$ cat src/rtl/reg_file_sb.sv
`default_nettype none
// +--------------------------------------------------------------------+
// | reg_file_sb : two-read/one-write register file with a pending-bit   |
// |               scoreboard and a one-register-per-cycle bulk clear    |
// | Revision    : 1.0                                                   |
// +--------------------------------------------------------------------+
module reg_file_sb #(
  parameter int DATA_W   = 32,
  parameter int ADDR_W   = 5,
  parameter int ZERO_REG = 1
) (
  input  logic              clk,
  input  logic              reset,
  input  logic [ADDR_W-1:0] rs,
  input  logic [ADDR_W-1:0] rs2,
  input  logic              wr_en,
  input  logic [ADDR_W-1:0] wr_addr,
  input  logic [DATA_W-1:0] busW,
  input  logic              iss_en,
  input  logic [ADDR_W-1:0] iss_dst,
  input  logic              clr_req,
  output logic [DATA_W-1:0] busA,
  output logic [DATA_W-1:0] busB,
  output logic              hazA,
  output logic              hazB,
  output logic              busy
);

  localparam int DEPTH = 2**ADDR_W;
  localparam logic [ADDR_W-1:0] c_first_idx = (ZERO_REG != 0) ? ADDR_W'(1) : '0;
  localparam logic [ADDR_W-1:0] c_last_idx  = ADDR_W'(DEPTH - 1);

  typedef enum logic [0:0] {
    ST_IDLE  = 1'b0,
    ST_CLEAR = 1'b1
  } state_t;

  state_t            r_state;
  state_t            w_state_next;
  logic [ADDR_W-1:0] r_cnt;
  logic [DATA_W-1:0] r_regs [DEPTH];
  logic [DEPTH-1:0]  r_pend;

  logic w_zero_wr;
  logic w_zero_iss;
  logic w_clr_acc;
  logic w_wr_acc;
  logic w_iss_acc;
  logic w_byp_a;
  logic w_byp_b;
  logic w_zero_rs;
  logic w_zero_rs2;

  assign busy       = (r_state == ST_CLEAR);
  assign w_zero_wr  = (ZERO_REG != 0) && (wr_addr == '0);
  assign w_zero_iss = (ZERO_REG != 0) && (iss_dst == '0);
  assign w_zero_rs  = (ZERO_REG != 0) && (rs == '0);
  assign w_zero_rs2 = (ZERO_REG != 0) && (rs2 == '0);

  // A clear request wins over a write or issue in the same cycle.
  assign w_clr_acc = clr_req && !busy;
  assign w_wr_acc  = wr_en && !busy && !clr_req && !w_zero_wr;
  assign w_iss_acc = iss_en && !busy && !clr_req && !w_zero_iss;

  assign w_byp_a = w_wr_acc && (wr_addr == rs);
  assign w_byp_b = w_wr_acc && (wr_addr == rs2);

  assign busA = w_zero_rs  ? '0 : (w_byp_a ? busW : r_regs[rs]);
  assign busB = w_zero_rs2 ? '0 : (w_byp_b ? busW : r_regs[rs2]);
  assign hazA = r_pend[rs]  && !w_byp_a;
  assign hazB = r_pend[rs2] && !w_byp_b;

  always_ff @(posedge clk or negedge reset) begin
    if (!reset) begin
      r_state <= ST_IDLE;
    end else begin
      r_state <= w_state_next;
    end
  end

  always_comb begin
    w_state_next = r_state;
    case (r_state)
      ST_IDLE:  if (w_clr_acc) w_state_next = ST_CLEAR;
      ST_CLEAR: if (r_cnt == c_last_idx) w_state_next = ST_IDLE;
      default:  w_state_next = ST_IDLE;
    endcase
  end

  always_ff @(posedge clk or negedge reset) begin
    if (!reset) begin
      r_cnt <= '0;
    end else if (w_clr_acc) begin
      r_cnt <= c_first_idx;
    end else if (busy && (r_cnt != c_last_idx)) begin
      r_cnt <= r_cnt + ADDR_W'(1);
    end
  end

  always_ff @(posedge clk or negedge reset) begin
    if (!reset) begin
      for (int i = 0; i < DEPTH; i++) begin
        r_regs[i] <= '0;
      end
    end else if (busy) begin
      r_regs[r_cnt] <= '0;
    end else if (w_wr_acc) begin
      r_regs[wr_addr] <= busW;
    end
  end

  // Issue is applied after the write so a same-address issue stays pending.
  always_ff @(posedge clk or negedge reset) begin
    if (!reset) begin
      r_pend <= '0;
    end else if (w_clr_acc) begin
      r_pend <= '0;
    end else begin
      if (w_wr_acc)  r_pend[wr_addr] <= 1'b0;
      if (w_iss_acc) r_pend[iss_dst] <= 1'b1;
    end
  end

endmodule
`default_nettype wire

$ cat config.mk
export PLATFORM = sky130hd
export DESIGN_NAME = reg_file_sb
export DESIGN_NICKNAME = d
export VERILOG_FILES = /design/src/rtl/reg_file_sb.sv
export SDC_FILE = /design/constraint.sdc
export NUM_CORES = 2
export LEC_CHECK = 0
export BUFFER_PORTS_ARGS = -buffer_cell sky130_fd_sc_hd__buf_2
export CAP_MARGIN = 20
export CORE_MARGIN = 8
export CORE_UTILIZATION = 30
export DETAILED_ROUTE_END_ITERATION = 8
export GPL_ROUTABILITY_DRIVEN = 1
export GPL_TIMING_DRIVEN = 0
export PLACE_DENSITY = 0.43
export SYNTH_ARGS = -nofsm -noshare
export SYNTH_HDL_FRONTEND = slang
export SYNTH_SLANG_ARGS = --single-unit
$ cat constraint.sdc
create_clock -name clk -period 1.88 [get_ports clk]
set_input_delay 0 -clock clk [delete_from_list [all_inputs] [get_ports clk]]
set_output_delay 0 -clock clk [all_outputs]
set_load 0.005 [all_outputs]
==> summary.txt <==
Asr flop ratio synth: 100.0%
Die ar.: 0.2016 sq mm
Starting DRT DRC Count: 8,049
Ys Warns: 0
Core ar.: 0.1870 sq mm
Hpwl dp: 273,600 um
Setup Crit Path Kind: input pin to output pin
Cell taking the most area after synthesis: dfrtp_1
Seq pwr share: 38.8%
Final setup viols: 1,391
Cell Area, Synth: 0.05624 sq mm
Most common cell after layout, fill and taps aside: dfrtp_1
Worst Hold Margin: 0.02831 ns
Simple-gate share of the synthesized area: 4.470%
Area growth, synth to finish: 23.71%
FILL cells: 18,150
Synth Area in XOR/XNOR: 0.1557%
Site Rows: 159
Status: complete, but fails checks
Largest delay share family, worst path: buffers and inverters
Max cap viols: 0
Yosys top cell area share: 47.25%
CTS tree: yes
Die H: 449.0 um
Clock share of power: 38.0%
Sequential share of the synthesized area: 47.25%
TritonRoute pass-1 iters: 8
Switching share of total power: 34.57%
Worst Clk Skew: 0.02428 ns
Initial Util: 30.07%
Worst IR Drop VDD: 0.7726 mV
Gp weighted congestion: 1.039
Clock sink count: 1,062
Antenna viol nets, final: 0
Die Wd: 449.0 um
Clock Latency Late Sink: 0.81 ns
Synthesis-stage register bit count: 1,062
H-tree Lvls: 4
Total congestion overflow: 0
Synthesized-area fraction occupied by adder cells: 0.1112%
Final Hold Vio Count: 0
Clk buf depth: 3
Initial antenna violation count: 34
Combinational family with the most area after synthesis: compound AO/OA/AOI/OAI gates
CP Launch Type: input pin
Post-Syn Nets: 4,503
Avg Inst Size Synth: 12.66 sq um
Final worst slack: -1.377 ns
Via density: 6.847
Internal: 0.04520 W
Post-synth EDFFs: 0
Crit. End Element: output pin
Max Freq: 307.0 MHz
Final min period: 3.257 ns
DRC: 0
Critical Path Max Stage Delay: 0.45 ns
Largest net degree at the start of global routing: 142
Pwr per Cell Area: 993.0 mW/mm^2
Final WL: 379,800 um
Most frequent cells in the layout: dfrtp_1, a22o_1, mux4_2
Cts bufs inserted: 132
Ports: 124
Final count of pins violating max slew: 0
Slew headroom: 13.32%
Final worst path period share: 173.2%
Crit path required time: 1.88 ns
Failing checks: negative setup slack
HP Class: input pin to register
Netlist cell types: 67
Leak pwr: 30.18 nW
Inst Count DP: 7,076
Synth Flop Type: dfrtp_1
Combinational fraction of design power: 23.1%
Via count: 51,120
CP max FO: 10
Actual slew at the worst max-slew pin: 1.300 ns
Slowest CP cell: a211oi_4
Clock root cell: clkbuf_16
Synth Area in Compound Gates: 22.21%
Net switching power: 0.02389 W
GRT Total Usage: 36.17%
Reg clk slew, reported paths: 0.06 ns
RSZ-0062 raised after global routing: yes
Top cells by area, synth: dfrtp_1, a22o_1, mux4_2
First-pass GRT wire length: 489,100 um
Pre-CTS WS: -2.997 ns
WP buf/inv: 6
Worst EP arrival: 3.26 ns
Finished Layout Cells: 7,467
Vias in the first global route: 47,870
Mux cell area share after synthesis: 20.89%
Nets: 4,912
Routed WL per cell: 50.87 um
Port bufs: 81
Crit-path cells: buf_4 > buf_6 > buf_8 > buf_8 > nor2b_4 > a32oi_2 > o311ai_1 > buf_2 > a21oi_2 > a211oi_4 > buf_2
Cell count after synthesis: 4,441
Ratio of cells with drive above 1 in the final layout: 28.24%
registers in the layout, summed over array words and instances (netlist names):
name,flops
r_regs,1024
r_pend,32
r_cnt,5
busy,1
power by group through the flow:
| stage | registers, W | logic [W] | clock network, W |
|---|---|---|---|
| floorplan | 0.0263 | 0.00703 | 0 |
| global placement | 0.0270 | 0.0134 | 0 |
| detailed placement | 0.0270 | 0.0137 | 0 |
| CTS | 0.0266 | 0.0148 | 0.0262 |
| global route | 0.0270 | 0.0160 | 0.0271 |
| finish | 0.0268 | 0.0160 | 0.0263 |
metrics by stage:
stage | total power, W | setup TNS [ns] | instance area (sq um) | utilization (%)
2_1_floorplan | 0.03337 | -10.52 | 56250 | -
3_3_place_gp | 0.04042 | - | 59780 | 31.97
3_5_place_dp | 0.04071 | -1855.73 | 60740 | 32.48
4_1_cts | 0.06767 | -1094.47 | 68550 | 36.66
5_1_grt | 0.07009 | -1066.68 | 69520 | 37.18
6_report | 0.06908 | -981.40 | 69570 | 37.20
per-layer routing:
layer	GRT usage (%)	share of wire, %	wire length (um)	up-vias
met2	49.30	40	152800	4199
met5	0	0.017	66	-
met3	16.57	13	50230	1070
met4	25.42	8.7	33040	10
li1	-	-	-	18550
met1	45.05	38	143700	27290
cell families (layout without fill, tap and decap cells):
| group | count (synthesis) | after routing |
|---|---|---|
| adder cells (fa/ha/maj) | 5 | 5 |
| AO/OA/AOI/OAI | 1559 | 1559 |
| other | 0 | 22 |
| buffers and inverters | 583 | 1092 |
| AND/OR/NAND/NOR | 520 | 520 |
| flip-flops | 1062 | 1062 |
| multiplexers | 702 | 702 |
| XOR/XNOR | 10 | 10 |
path summary, 6_finish.rpt:
kind / startpoint / end / slack [ns] / depth (start not counted)
max: rs2[1] / busB[18] / -1.38 / 11
min: clr_req / r_pend[31] / 0.03 / 7
max reg2reg: busy / r_regs[527] / -1.11 / 9
min reg2reg: r_regs[1021] / r_regs[1021] / 0.51 / 1
max in group asynchronous: reset / r_regs[821] / -0.74 / 10
min in group asynchronous: reset / r_regs[247] / 0.59 / 8
cell type report:
cell class | instances | area [sq um] | share of cell area, %
inverters | 24 | 98.84 | 0.1421
plain buffers | 554 | 3538 | 5.086
clock inverters | 34 | 344.1 | 0.4946
diodes | 22 | 55.05 | 0.07913
multi-input cells | 2796 | 28830 | 41.44
clock buffers | 200 | 3934 | 5.654
repair buffers | 280 | 3069 | 4.412
flip-flops and latches | 1062 | 26580 | 38.20
well taps | 2495 | 3122 | 4.487
repair_timing:
| item | in CTS | in global routing |
|---|---|---|
| gates cloned | 3 | 4 |
| hold buffers | 51 | 1 |
| setup buffers | 57 | 22 |
| endpoints found under the hold margin | 729 | 2 |
| setup endpoints to repair | 1128 | 1648 |
| resized for setup | 585 | 238 |
| pin swaps | 50 | 26 |
worst min-delay path, stage by stage:
cell,delay (ns)
buf_2,0.11
nor3b_4,0.05
buf_6,0.13
nand4_1,0.12
buf_6,0.16
o21ai_0,0.08
a21oi_1,0.14
cells in the mapped netlist, types with 35 or more instances:
master and instances:
a211oi_1 37, a21oi_1 99, a221oi_1 79, a22o_1 969, a22oi_1 58, and2_1 37
buf_1 40, buf_2 68, buf_4 43, buf_6 35, clkbuf_1 367, dfrtp_1 1062
mux2_2 52, mux2i_1 278, mux4_2 372, nand2_1 119, nor2_1 160, nor3_1 65
o21ai_0 114, o22ai_1 86
Note: power is estimated with default switching activity, not from simulation.
